==> config.mk <==
export PLATFORM = sky130hd
export DESIGN_NAME = aes_rkey_seq
export DESIGN_NICKNAME = d
export VERILOG_FILES = /design/src/rtl/aes_rkey_seq.sv
export SDC_FILE = /design/constraint.sdc
export NUM_CORES = 2
export LEC_CHECK = 0
export ABC_AREA = 0
export BUFFER_PORTS_ARGS = -buffer_cell sky130_fd_sc_hd__buf_2
export CAP_MARGIN = 25
export CORE_AREA = 2 2 609 611
export CTS_CLUSTER_DIAMETER = 120
export DETAILED_ROUTE_END_ITERATION = 12
export DIE_AREA = 0 0 611 613
export PLACE_DENSITY_LB_ADDON = 0.1
export SLEW_MARGIN = 10
export SYNTH_ARGS = -nofsm -noshare
export SYNTH_HDL_FRONTEND = slang
export SYNTH_SLANG_ARGS = --single-unit
==> constraint.sdc <==
create_clock -name clock -period 30.9 [get_ports clock]
set_input_delay 4.635 -clock clock [delete_from_list [all_inputs] [get_ports clock]]
set_output_delay 4.635 -clock clock [all_outputs]
set_load 0.02 [all_outputs]
==> src/rtl/aes_rkey_seq.sv <==
// Round-key sequencer: snapshots the expanded AES key schedule and issues round keys in
// encrypt or decrypt order. Optional macro AES_EQINV_EN applies InvMixColumns to decrypt rounds 1..Nr-1.

package aes_const;
    localparam int Nb = 4;
    localparam int Nk = 4;
    localparam int Nr = Nk + 6;
endpackage

module aes_rkey_seq
    import aes_const::*;
(
    input  logic         clock,
    input  logic         reset,
    input  logic [31:0]  KExp [0:Nb*(Nr+1)-1],
    input  logic         kexp_valid,
    input  logic         start,
    input  logic         dec,
    output logic         busy,
    output logic         rk_valid,
    input  logic         rk_ready,
    output logic [127:0] rk_data,
    output logic [3:0]   rk_round,
    output logic         rk_last,
    output logic         done
);

    localparam int         NW     = Nb * (Nr + 1);
    localparam logic [3:0] LAST_R = 4'(Nr);

    typedef enum logic [1:0] {IDLE, ISSUE, DONE} state_t;

    state_t       state;
    logic [31:0]  snap [0:NW-1];
    logic         dec_q;
    logic         xfer;
    logic [3:0]   next_r;
    logic [5:0]   base;
    logic         next_last;
    logic [127:0] first_key;
    logic [127:0] next_raw;
    logic [127:0] next_key;

`ifdef AES_EQINV_EN
    function automatic logic [7:0] xt(input logic [7:0] a);
        return {a[6:0], 1'b0} ^ (a[7] ? 8'h1b : 8'h00);
    endfunction

    // One column of InvMixColumns; byte 0 of the column sits in bits 31:24.
    function automatic logic [31:0] inv_mix_col(input logic [31:0] w);
        logic [7:0] a [4];
        logic [7:0] m9 [4];
        logic [7:0] mb [4];
        logic [7:0] md [4];
        logic [7:0] me [4];
        logic [7:0] x2, x4, x8;
        for (int j = 0; j < 4; j++) begin
            a[j]  = w[31-8*j -: 8];
            x2    = xt(a[j]);
            x4    = xt(x2);
            x8    = xt(x4);
            m9[j] = x8 ^ a[j];
            mb[j] = x8 ^ x2 ^ a[j];
            md[j] = x8 ^ x4 ^ a[j];
            me[j] = x8 ^ x4 ^ x2;
        end
        return {me[0] ^ mb[1] ^ md[2] ^ m9[3],
                m9[0] ^ me[1] ^ mb[2] ^ md[3],
                md[0] ^ m9[1] ^ me[2] ^ mb[3],
                mb[0] ^ md[1] ^ m9[2] ^ me[3]};
    endfunction

    function automatic logic [127:0] inv_mix(input logic [127:0] k);
        return {inv_mix_col(k[127:96]), inv_mix_col(k[95:64]),
                inv_mix_col(k[63:32]), inv_mix_col(k[31:0])};
    endfunction
`endif

    // NOTE: every always_comb output gets a default first so no path can infer a latch.
    always_comb begin
        xfer   = rk_valid && rk_ready;
        next_r = rk_round;
        // Saturate at the terminal round so the snapshot index never leaves the schedule.
        if (dec_q) begin
            if (rk_round != 4'd0) next_r = rk_round - 4'd1;
        end else begin
            if (rk_round != LAST_R) next_r = rk_round + 4'd1;
        end
        next_last = dec_q ? (next_r == 4'd0) : (next_r == LAST_R);
        base      = {next_r, 2'b00};
        next_raw  = {snap[base], snap[base + 6'd1], snap[base + 6'd2], snap[base + 6'd3]};
        first_key = dec ? {KExp[4*Nr], KExp[4*Nr+1], KExp[4*Nr+2], KExp[4*Nr+3]}
                        : {KExp[0], KExp[1], KExp[2], KExp[3]};
`ifdef AES_EQINV_EN
        next_key  = (dec_q && next_r != 4'd0 && next_r != LAST_R) ? inv_mix(next_raw) : next_raw;
`else
        next_key  = next_raw;
`endif
    end

    // NOTE: sequential state uses non-blocking assignments only, so every register sees pre-edge values.
    always_ff @(posedge clock) begin
        if (reset) begin
            state    <= IDLE;
            dec_q    <= 1'b0;
            busy     <= 1'b0;
            rk_valid <= 1'b0;
            rk_data  <= '0;
            rk_round <= '0;
            rk_last  <= 1'b0;
            done     <= 1'b0;
            // NOTE: the snapshot is cleared on reset so no stale key material survives an abort.
            for (int i = 0; i < NW; i++) snap[i] <= '0;
        end else begin
            case (state)
                IDLE: begin
                    if (start && kexp_valid) begin
                        for (int i = 0; i < NW; i++) snap[i] <= KExp[i];
                        dec_q    <= dec;
                        rk_data  <= first_key;
                        rk_round <= dec ? LAST_R : 4'd0;
                        rk_last  <= 1'b0;
                        rk_valid <= 1'b1;
                        busy     <= 1'b1;
                        state    <= ISSUE;
                    end
                end
                ISSUE: begin
                    if (xfer) begin
                        if (rk_last) begin
                            rk_valid <= 1'b0;
                            done     <= 1'b1;
                            state    <= DONE;
                        end else begin
                            rk_data  <= next_key;
                            rk_round <= next_r;
                            rk_last  <= next_last;
                        end
                    end
                end
                DONE: begin
                    done  <= 1'b0;
                    busy  <= 1'b0;
                    state <= IDLE;
                end
                default: state <= IDLE;
            endcase
        end
    end

endmodule

---- Word-level counts from Yosys, hierarchy flattened ----
Memory sizes are Yosys's and may differ from the RTL's.
Index checks and enable logic that the tools add are counted.
Widths: inputs -> output; s select.
storage, ports and cells
  flip-flop bits (word level) ............. 139
  latch bits .............................. 0
  memory bits (writable) .................. 1408
  memory bits (read-only) ................. 0
  input port bits ......................... 1414
  output and inout port bits .............. 136
  word-level logic and storage cells ...... 161
  memories ................................ 1
memory list
  name  depth  bits a word  rd ports  clocked after memory_dff  wr ports  RTL line  text
  snap  44     32           4         0                         44        34        logic [31:0] snap [0:NW-1];
operators by class
  add/subtract/negate cells ............... 5
  $mul .................................... 0
  div/mod/pow operators ................... 0
  $lt $le $gt $ge ......................... 0
  equality and inequality tests ........... 8
  shift operators ......................... 0
  mux-type cells .......................... 80
  bitwise logic cells ..................... 44
  reductions and logical operators ........ 15
operator list
  cell                 number
  $mux 32              44
  $mux 128             4
  $pmux 128 s2         1
  $or 1x1->1           44
  $mux 4               7
  $mux 1               15
  $add 6x2->6 const B  2
  $reduce_and 3->1     3
  $ne 2x2->1 const B   4
  $pmux 1 s2           4
  $pmux 4 s2           1
  $reduce_and 4->1     2
  $add 6x1->6 const B  1
  $mux 2               3
  $reduce_bool 2->1    3
  $add 4x1->4 const B  1
  $eq 4x4->1 const B   1
  $logic_not 4->1      1
  $ne 4x4->1 const B   1
  $pmux 2 s2           1
  $reduce_and 2->1     2
  $reduce_bool 4->1    1
  $sub 4x1->4 const B  1
  $eq 2x1->1 const B   1
  3 further kinds      4

---- Longest topological paths before layout ----
  depth after elaboration ................. 8
  mapped depth ............................ 11
  gate-level depth less buffers ........... 8

---- Least setup slack after synthesis ----
No wires, ideal clock.
  path kind ............................... input to register
  start ................................... in reset
  end ..................................... mem snap[0][0], enable pin
  setup time .............................. 1.215 ns
  arrival time ............................ 21.866 ns
  required time ........................... 29.685 ns
  slack ................................... 7.819 ns
  stages on the path ...................... 3
  path buffers ............................ 2
  cells stage by stage .................... clkbuf_1 clkbuf_1 or2_2
RTL lines
  element          RTL line  text
  start, declared  14        input logic reset,
  end, declared    34

==> impl_metrics.yaml <==
logic_synthesis:
  post_synth_main_area_contributors: "edfxtp_1 59%, and2_1 9.6%, mux2i_1 4.1%"
  synth_cell_types: 54
  ys.flop_type: "edfxtp_1"
  syn-cell-area_sq_um: 71240
  ys_warn_count: 0
  yosysTopAreaCell: "edfxtp_1"
  ys_seq_elements: 1547
  syn-instance-count: 5504
  yosysSeqAreaShare_pct: 63.25
  async_flop_share_pct: 0
  synth_top_area_share_pct: 59.35
  synth_edf_count: 1408
  synth_nets: 6921
  syn_area_per_cell_sq_um: 12.94
die:
  die_h_microns: 613
  initial_core_util_pct: 19.37
  coreArea_sq_um: 367700
  num_io_pins: 1550
  die_width_microns: 611
  rows: 223
  die-area_sq_um: 374500
pwr:
  combPwrFrac_pct: 10.9
  p_sw_share_pct: 26.30
  sequentialPowerShare_pct: 45.0
  internal_power_w: 0.004080
  pwr-share-clk_pct: 44.1
  p_leak_nw: 35.23
  peakVddDrop_uv: 43.00
  p_per_area_nw_per_um2: 60.72
  p_total_w: 0.005536
  switchingPower_w: 0.001456
layout:
  post_route_cells_drive_above_1_share_pct: 30.24
  multi_input_area_sq_um: 24330
  regArea_sq_um: 45060
  nNetsFinal: 8314
  area_delta_synth_final_pct: 27.98
  mostFrequentLayoutCells: "1547 x buf_2, 1408 x edfxtp_1, 1089 x and2_1"
  final_util_pct: 24.79
  fillers: 39210
  final_common_cell: "buf_2"
timing:
  final_max_slew_viol_count: 0
  fin_crit_sh_pct: 32.06
  tns_ps: 0
  worst_pin_slew_ps: 1353
  fmax_mhz: 100.9
  fin_crit_ps: 9906
  final_hold_viol_count: 0
  relSlewSlack_pct: 9.815
  rsz0062_at_grt: "false"
  skew_ps: 50.29
  setup_viol: 0
  worst_hold_slack_ps: 465.1
  fin_ws_ps: 20990
placement:
  pre_cts_ws_ps: 20060
  portBuffers: 1549
  routabilityCongestion: 0.8156
  dp_hpwl_microns: 250500
cts:
  cts_inserted_buffers: 206
  clock_latency_ps: 910
  holdBufCountCts: 0
  post_cts_resized: 0
  clock_sinks: 1547
  cts_buffer_depth: 4
  post_cts_buffers: 0
  htree_num_levels: 4
  cts_tree: "built"
  cts_root_buffer: "clkbuf_16"
  cts.clk_slew.worst_paths_ps: 60
setup_path:
  slowest_delay_ps: 860
  cp-start-kind: "primary input"
  cp_common_cell: "buf_4"
  crit_chain: "buf_2 -> nand3b_1 -> nor2_1 -> or2_4 -> buf_4 -> buf_16 -> buf_12 -> buf_4 -> buf_4 -> buf_4"
  critical_path_class: "in -> reg"
  cpMaxStageDelayCell: "buf_4"
  critical_path.endpoint_type: "flip-flop"
  crit_fanout: 137
  cp.required_ps: 31390
  worstPathArrival_ps: 10390
grt:
  overflow: 0
  grt_pass1_wl_microns: 477300
  grt_pass1_vias: 54170
  antenna_found_initial: 387
  top_usage_layer: "met2"
  grt_max_degree: 220
  grtUsageTotal_pct: 18.35
  met1_usage_pct: 21.60
  met2_usage_pct: 32.84
  global_route.usage.met3_pct: 4.308
route:
  dr.pass1.iters: 8
  drcViolationCount: 0
  antenna_left: 0
  via_per_inst: 4.395
  drt-total-wl_microns: 358000
  vias: 52790
  drt-initial-drc-count: 3473
  wl_per_cell_microns: 29.80
status:
  status: "complete, no violations"
min_path:
  hold_class: "reg -> reg"
flow_run:
  max-cap-violations: 0
[critical path: cells and delay by family]
family | cells | cell delay [ps]
buffers and inverters | 7 | 4100
AND/OR/NAND/NOR | 3 | 1240
[registers in the layout, summed over array words and instances (netlist names)]
name	cells
state	2
rk_round	4
dec_q	1
snap	1408
done	1
rk_last	1
rk_data	128
busy	1
rk_valid	1
[routing by layer]
layer	routed length, microns	part of all wire (%)
met1	141200	39
met2	182800	51
met3	22800	6.4
met4	10450	2.9
met5	747	0.21
[path summary, 6_finish.rpt]
| path | from | to | slack, ps | depth (start not counted) |
|---|---|---|---|---|
| hold reg to reg | rk_data[12] | rk_data[12] | 470 | 2 |
| setup / recovery | kexp_valid | snap[29][10] | 20990 | 10 |
| hold / removal | rk_data[12] | rk_data[12] | 470 | 2 |
| setup reg to reg | state[0] | snap[29][10] | 24220 | 9 |
[layout make-up]
type / instances / share of cell area [%]
sequential: 1547 / 49.42
multi-input combinational: 3485 / 26.69
timing repair buffer: 1649 / 9.584
tap: 4837 / 6.638
clock buffer: 291 / 6.295
clock inverter: 93 / 1.064
antenna: 101 / 0.2772
inverter: 8 / 0.03293
[logic make-up after synthesis]
logic type / count (synthesis) / synth area share, %
buffers and inverters: 472 / 2.803
AOI/OAI and AO/OA: 924 / 10.47
muxes: 419 / 6.113
and+or+nand+nor: 2139 / 17.31
adders and majority gates: 3 / 0.05269
DFF: 1547 / 63.25
[cell usage after synthesis, drive strengths merged, types with 2 or more instances]
cell type,number
a32o,95
nand2,329
mux2i,290
o21a,95
a221o,33
o21ai,99
nor2b,325
buf,134
nor4,3
and2,1090
a2bb2oi,33
mux2,129
a32oi,95
a211o,35
o211ai,162
clkbuf,330
and3,161
nor2,20
a211oi,165
and4bb,2
a31oi,2
nand4bb,2
inv,8
a21oi,10
dfxtp,139
o31ai,95
edfxtp,1408
nor3,6
ha,3
nand3,192
[per-stage QoR]
step           std cells  area [sq um]
6_report           12010         91180
5_1_grt            11970         91060
4_1_cts            11910         90900
3_5_place_dp       11530         84190
3_3_place_gp       11520         84160
2_1_floorplan       5504         71240
[power groups by stage]
stage / Combinational (W) / Sequential (W) / Clock, W
after floorplan: 0.000279 / 0.00262 / 0
after global placement: 0.000619 / 0.00254 / 0
after detailed placement: 0.000620 / 0.00254 / 0
after CTS: 0.000622 / 0.00249 / 0.00252
after global routing: 0.000649 / 0.00251 / 0.00260
final: 0.000604 / 0.00249 / 0.00244
(Power assumes the default switching activity.)
